`config.mk`:
```
export PLATFORM = sky130hd
export DESIGN_NAME = instr_loader
export DESIGN_NICKNAME = d
export VERILOG_FILES = /design/src/rtl/instr_loader.sv
export SDC_FILE = /design/constraint.sdc
export NUM_CORES = 1
export LEC_CHECK = 0
export ABC_AREA = 1
export CELL_PAD_IN_SITES_DETAIL_PLACEMENT = 1
export CELL_PAD_IN_SITES_GLOBAL_PLACEMENT = 2
export CORE_ASPECT_RATIO = 2
export CORE_MARGIN = 3
export CORE_UTILIZATION = 25
export CTS_CLUSTER_SIZE = 28
export DETAILED_ROUTE_END_ITERATION = 6
export PLACE_DENSITY = 0.86
export REMOVE_ABC_BUFFERS = 1
export SYNTH_ARGS = -nofsm -noshare
export SYNTH_HDL_FRONTEND = slang
export SYNTH_SLANG_ARGS = --single-unit
```
`constraint.sdc`:
```
create_clock -name clk_i -period 1.6 [get_ports clk_i]
set_input_delay 0.32 -clock clk_i [delete_from_list [all_inputs] [get_ports clk_i]]
set_output_delay 0.32 -clock clk_i [all_outputs]
set_load 0.05 [all_outputs]
```
`src/rtl/instr_loader.sv`:
```
// Field-level RV32I ALU instruction encoder that streams encoded words into
// instruction memory at consecutive word addresses over a write/ack handshake.
module instr_loader #(
  parameter logic [31:0] BASE_ADDR = 32'h0000_0000,
  parameter int unsigned DEPTH     = 256
) (
  input  logic        clk_i,
  input  logic        rst_i,
  input  logic        clear_i,
  input  logic        req_valid_i,
  output logic        req_ready_o,
  input  logic        req_kind_i,
  input  logic        req_last_i,
  input  logic [6:0]  funct7_i,
  input  logic [2:0]  funct3_i,
  input  logic [4:0]  rd_i,
  input  logic [4:0]  rs1_i,
  input  logic [4:0]  rs2_i,
  input  logic [11:0] imm_i,
  output logic        mem_we_o,
  output logic [31:0] mem_addr_o,
  output logic [31:0] mem_data_o,
  input  logic        mem_ack_i,
  output logic [15:0] count_o,
  output logic        done_o
);

  localparam logic [6:0]  OpcReg = 7'b0110011;
  localparam logic [6:0]  OpcImm = 7'b0010011;
  localparam logic [15:0] DepthW = 16'(DEPTH);

  typedef enum logic [1:0] {StIdle, StWrite, StDone} state_e;

  state_e      state_q, state_d;
  logic [15:0] count_q, count_d;
  logic        last_q, last_d;
  logic [31:0] addr_q, addr_d;
  logic [31:0] data_q, data_d;
  logic [31:0] enc_word;
  logic [15:0] count_base;
  logic [15:0] count_inc;

  always_comb begin
    if (req_kind_i) begin
      enc_word = {imm_i, rs1_i, funct3_i, rd_i, OpcImm};
    end else begin
      enc_word = {funct7_i, rs2_i, rs1_i, funct3_i, rd_i, OpcReg};
    end
  end

  // A clear arriving together with a request restarts the program at BASE_ADDR.
  assign count_base = clear_i ? 16'd0 : count_q;
  assign count_inc  = count_q + 16'd1;

  always_comb begin
    state_d = state_q;
    count_d = count_q;
    last_d  = last_q;
    addr_d  = addr_q;
    data_d  = data_q;
    unique case (state_q)
      StIdle: begin
        if (clear_i) begin
          count_d = 16'd0;
          last_d  = 1'b0;
          addr_d  = BASE_ADDR;
        end
        if (req_valid_i) begin
          data_d  = enc_word;
          addr_d  = BASE_ADDR + {14'd0, count_base, 2'b00};
          last_d  = req_last_i;
          state_d = StWrite;
        end
      end
      StWrite: begin
        if (mem_ack_i) begin
          count_d = count_inc;
          state_d = (last_q || count_inc == DepthW) ? StDone : StIdle;
        end
      end
      StDone: begin
        if (clear_i) begin
          count_d = 16'd0;
          last_d  = 1'b0;
          addr_d  = BASE_ADDR;
          state_d = StIdle;
        end
      end
      default: state_d = StIdle;
    endcase
  end

  always_ff @(posedge clk_i or negedge rst_i) begin
    if (!rst_i) begin
      state_q <= StIdle;
      count_q <= 16'd0;
      last_q  <= 1'b0;
      addr_q  <= BASE_ADDR;
      data_q  <= 32'd0;
    end else begin
      state_q <= state_d;
      count_q <= count_d;
      last_q  <= last_d;
      addr_q  <= addr_d;
      data_q  <= data_d;
    end
  end

  assign req_ready_o = (state_q == StIdle);
  assign mem_we_o    = (state_q == StWrite);
  assign done_o      = (state_q == StDone);
  assign mem_addr_o  = addr_q;
  assign mem_data_o  = data_q;
  assign count_o     = count_q;

endmodule

```
# Yosys cells after proc, flatten, opt, wreduce, memory -nomap -nowiden

Cells that the tools add are included.

Bits in registers: 83
Bits of input ports: 44
Output and inout bits: 83

Add/sub/neg operators: 1
Eq/ne operators: 6
Mux-type cells: 15
Reductions and logical operators: 8

Operators with widths:

| cell                  | count |
|---|---|
| $mux 32               | 3 |
| $pmux 32 s2           | 1 |
| $mux 16               | 2 |
| $pmux 16 s2           | 1 |
| $add 16x1->16 const B | 1 |
| $eq 16x9->1 const B   | 1 |
| $mux 2                | 4 |
| $pmux 2 s3            | 1 |
| $ne 2x2->1 const B    | 2 |
| $reduce_and 2->1      | 2 |
| $reduce_bool 2->1     | 2 |
| $reduce_and 3->1      | 1 |
| $eq 2x1->1 const B    | 1 |
| $eq 2x2->1 const B    | 1 |
| $logic_not 2->1       | 1 |
| $mux 1                | 2 |
| $ne 2x1->1 const B    | 1 |
| $pmux 1 s2            | 1 |
| $reduce_or 2->1       | 1 |
| $logic_or 1x1->1      | 1 |

# Longest topological paths before layout

Word-level depth: 6
Mapped depth: 13

# Worst setup path after synthesis

Ideal clock, no wire load.

Path type: register -> register
Start point: register state_q[1]
End point: register addr_q[4], in the netlist mem_addr_o[4]
Setup time: 0.140 ns
Arrival: 1.894 ns
Data required time: 1.460 ns
Path slack: -0.434 ns
Cell stages (with the launch flop): 6
Clock period less this slack: 2.034 ns
Path through: dfrtp_1 -> nor2_1 -> nand2_1 -> o21ai_1 -> buf_2 -> o32ai_1

Cells in the longest elaborated chain, start to end: 2

Ends and longest elaborated chain:

| item                                                    | RTL line | source |
|---|---|---|
| start, declared                                         | 34       | `state_e state_q, state_d;` |
| start signal, assigned                                  | 95       | `state_q <= StIdle;` |
| start signal, assigned                                  | 101      | `state_q <= state_d;` |
| $logic_not 2->1 *                                       | --       |  |
| via req_ready_o                                         | 11       | `output logic req_ready_o,` |
| $pmux 32 s2 / $reduce_bool 2->1 (equally long branches) | --       |  |
| end signal, assigned                                    | 104      | `addr_q <= addr_d;` |
| end, declared                                           | 37       | `logic [31:0] addr_q, addr_d;` |

Mark *: on every way through the listed nets, which the timed path passes. The rest lies on a longest branch.
A chain may end at the register's enable or synchronous reset.

# Final worst setup path

Start point: register count_q[0], in the netlist count_o[0]
End point: register state_q[1]

Cells in the longest elaborated chain, start to end: 6

Ends and longest elaborated chain:

| item                   | RTL line | source |
|---|---|---|
| start, declared        | 35       | `logic [15:0] count_q, count_d;` |
| start signal, assigned | 102      | `count_q <= count_d;` |
| $add 16x1->16          | 53       | `assign count_inc = count_q + 16'd1;` |
| $eq 16x9->1            | 78       | `state_d = (last_q \|\| count_inc == DepthW) ? StDone : StIdle;` |
| $logic_or 1x1->1       | 78       |  |
| $mux 2                 | 78       |  |
| $mux 2                 | 76       | `if (mem_ack_i) begin` |
| $pmux 2 s3             | 61       | `unique case (state_q)` |

No other way between the ends. The select of a mux whose other input is x is not followed.

==> summary.txt <==
Worst setup path
  • Launch point of the worst path: count_o[0]
  • R2R Setup Slk: -0.08 ns
  • Worst Path Max Fanout: 4
  • Critical path cell sequence: ha_4, buf_6, nand4_1, nand2_1, nand2_1, nor2_2, nand3_2, nor2_2, nand3_1, nand2_1, nand2_1, nand2_1
  • Reg2reg start: count_o[0]
  • CP Capture Point: state_q[1]
  • Worst path slowest cell: dfrtp_1
  • Critical path data arrival time: 1.95 ns
  • Element type at the critical path start: flop
  • R2R depth: 12
  • Worst r2r dst: state_q[1]
  • Crit path kind: reg -> reg
  • Crit-path max cell delay: 0.42 ns
  • CP dominant cell by count: nand2_1
  • Required @ worst endpoint: 1.87 ns
  • Crit path capture type: flop

Pwr
  • Switching pwr: 4.55 mW
  • Clock share of power: 0.206
  • Power per cell area: between 1500 and 2000 mW/mm^2
  • Peak VDD IR: 1.09 mV
  • P_leak: 2.90 nW
  • Int Power: 5.96 mW
  • Combinational share of power: 0.516
  • Sequential share of power: 0.278
  • Sw Ratio: 0.433

Synth
  • Largest family of logic cells by synthesized area: simple AND/OR/NAND/NOR gates
  • XOR/XNOR Fraction of Synth Area: 0.00242
  • Mapped Area: 0.00361 mm^2
  • Post-Synthesis Cells: approximately 440
  • Mux share of post-synthesis cell area: 0
  • Synthesized area per cell: 8.16 um^2
  • Yosys warns: 0
  • Yosys cell types: 30
  • Simple-gate share of the synthesized area: 0.240
  • Synthesized flop and latch total: 78
  • Register area share after synthesis: 0.540
  • Complex-gate fraction of the synthesized area: 0.0997
  • Adder-Cell Fraction of Synth Area: 0.00692

STA
  • RSZ-0062 raised after global routing: yes
  • Final hold slack: approximately 0.46 ns
  • Worst Skew: 0.00872 ns
  • Min Tclk post-route: 1.68 ns
  • PnR worst setup slack: -0.0799 ns
  • Final setup viols: 1
  • Crit share post-route: 1.05
  • Hold Fails Final Rpt: 0
  • Fin. max-slew vios: 0
  • Fmax: 595 MHz

Placed design
  • Gpl congestion: just under 0.9
  • DP Wirelength: 9500 um
  • Port Buffers: ~120
  • Placed Cells: between 700 and 800

Detailed routing
  • WL final: 12200 um
  • Per-cell routed wire length: 15.0 um
  • TritonRoute pass-1 iters: 4
  • ANT nets after route: 0
  • Highest Signal Layer: met4
  • Met3 WL: roughly 570 um
  • Vias post-DR: around 3600
  • DRT iter0 DRCs: about 120
  • Met2 WL: about 7300 um
  • Met1 wire length: 4140 um
  • DRC violations left: 0
  • Vias per cell: 4.40

GRT
  • First-pass GRT wire length: around 19000 um
  • Initial antenna violation count: 0
  • Total grt overflow: 0
  • Tot GR Track Use: 0.154
  • Vias in the first global route: 3855
  • Largest net degree at the start of global routing: 40

Cells and area
  • Layout cells sized above 1: 0.305
  • Area Overhead vs Synth: 70.2%
  • Commonest non-fill, non-tap cell in the layout: nand2_1
  • Non-Filler Instances: between 800 and 900
  • Final nets: 661
  • Most frequent cells in the layout: nand2_1, buf_4, dfrtp_1
  • Antenna Cells: 0

Status
  • Status: finished with violations
  • Failing checks: setup timing

Floorplanning
  • Core box area: 0.0140 mm^2
  • Die area: ~0.016 mm^2
  • Vert. Die Dim: 176 um
  • Die X: 91.0 um
  • Row count: slightly above 60
  • # IOs: between 100 and 150
  • Starting Density: 0.257

Clocking
  • CTS H-tree lvls: 3
  • Clock slew at reported path FFs: 0.06 ns
  • Max clock buf depth: 2
  • TritonCTS clock tree: built
  • Clock Sinks: 78
  • Clock latency on the worst-skew pair: around 0.34 ns
  • Clk root buf: clkbuf_16
  • TritonCTS Buffers: 9

Job
  • Max cap viols: 0

Hold path
  • Hold Path Class: in -> async
critical path, delay by kind of cell (launching register included):
kind	cells	cell delay, ns
simple gates	10	0.85
fa+ha+maj	1	0.22
buf+inv	1	0.11
flops	1	0.42
how the worst min path moves through the flow:
| stage | start | end | slack [ns] | cells past startpoint |
|---|---|---|---|---|
| floorplan | rst_i | count_o[0] | 0.02 | 0 |
| global placement | rst_i | mem_data_o[24] | 0.29 | 1 |
| detailed placement | rst_i | mem_data_o[23] | 0.28 | 1 |
| CTS | rst_i | count_o[1] | 0.47 | 2 |
| global route | rst_i | count_o[0] | 0.49 | 2 |
| finish | rst_i | count_o[1] | 0.46 | 2 |
power by group through the flow:
stage / Sequential (mW) / Clock (mW) / Combinational (mW)
finish: 2.92 / 2.17 / 5.42
global route: 2.99 / 2.33 / 5.76
CTS: 2.93 / 2.24 / 5.39
detailed placement: 2.92 / 0 / 5.28
global placement: 2.89 / 0 / 5.17
floorplan: 4.51 / 0 / 1.08
registers in the layout, indices dropped and copies added (netlist names):
register / count
mem_addr_o: 32
mem_data_o: 27
count_o: 16
state_q: 2
last_q: 1
through the flow:
step                      area [um^2]  total power [mW]  setup slack (ns)  utilization  TNS [ns]
final                            6150              10.5           -0.0799        0.438   -0.0799
after global routing             6150              11.1            -0.170        0.438    -0.202
after floorplan                  3500              5.59             -1.77            -    -85.10
after global placement           5660              8.06           -0.0787        0.403    -0.153
after detailed placement         5660              8.20            -0.165        0.403    -0.662
after CTS                        6060              10.6           -0.0353        0.432   -0.0463
kinds of logic after synthesis:
group,after synthesis
AOI/OAI and AO/OA,65
other,1
adders and majority gates,2
xor gates and xnor gates,1
DFF,78
buffers and inverters,92
and+or+nand+nor,204
final cells by class:
| cell class | count | area, um^2 |
|---|---|---|
| Fill cell | 1665 | 7890 |
| Timing Repair Buffer | 178 | 2000 |
| Sequential cell | 78 | 1960 |
| Multi-Input combinational cell | 275 | 1370 |
| Inverter | 73 | 280 |
| Clock buffer | 13 | 240 |
| Tap cell | 189 | 236 |
| Clock inverter | 3 | 68.8 |
cell usage after synthesis:
library cell,number,area share
a31oi_1,5,0.0087
o32ai_1,1,0.0024
buf_4,5,0.010
nor2_1,43,0.045
o31ai_1,1,0.0021
a21oi_1,1,0.0014
inv_1,69,0.072
inv_2,1,0.0010
o22ai_1,18,0.031
or2_2,1,0.0017
conb_1,1,0.0010
nand3_1,14,0.019
xor2_1,1,0.0024
nor2_2,2,0.0035
buf_6,3,0.0093
nor2_4,5,0.016
o21ai_1,6,0.0083
ha_1,2,0.0069
dfrtp_1,78,0.54
nand2_1,125,0.13
nand3b_1,1,0.0021
nor3_1,1,0.0014
buf_2,4,0.0055
o21ai_0,33,0.046
nand3_2,1,0.0028
nand2_2,4,0.0069
clkinv_2,1,0.0014
nand4_1,7,0.012
inv_4,2,0.0035
clkbuf_1,7,0.0073
metal layers:
layer | up-vias | global-route usage
met5 | - | 0
met4 | 0 | 0.0491
met3 | 12 | 0.0401
met2 | 78 | 0.305
met1 | 1751 | 0.150
li1 | 1722 | -
timing repair:
item	in CTS	in global routing
buffers inserted	3	5
hold buffers	1	0
gates resized for setup	19	17
endpoints found under the setup margin	5	4
endpoints found under the hold margin	26	0
gates cloned	0	0
pin swaps	8	10
No activity file was read; power rests on OpenSTA's default activity.
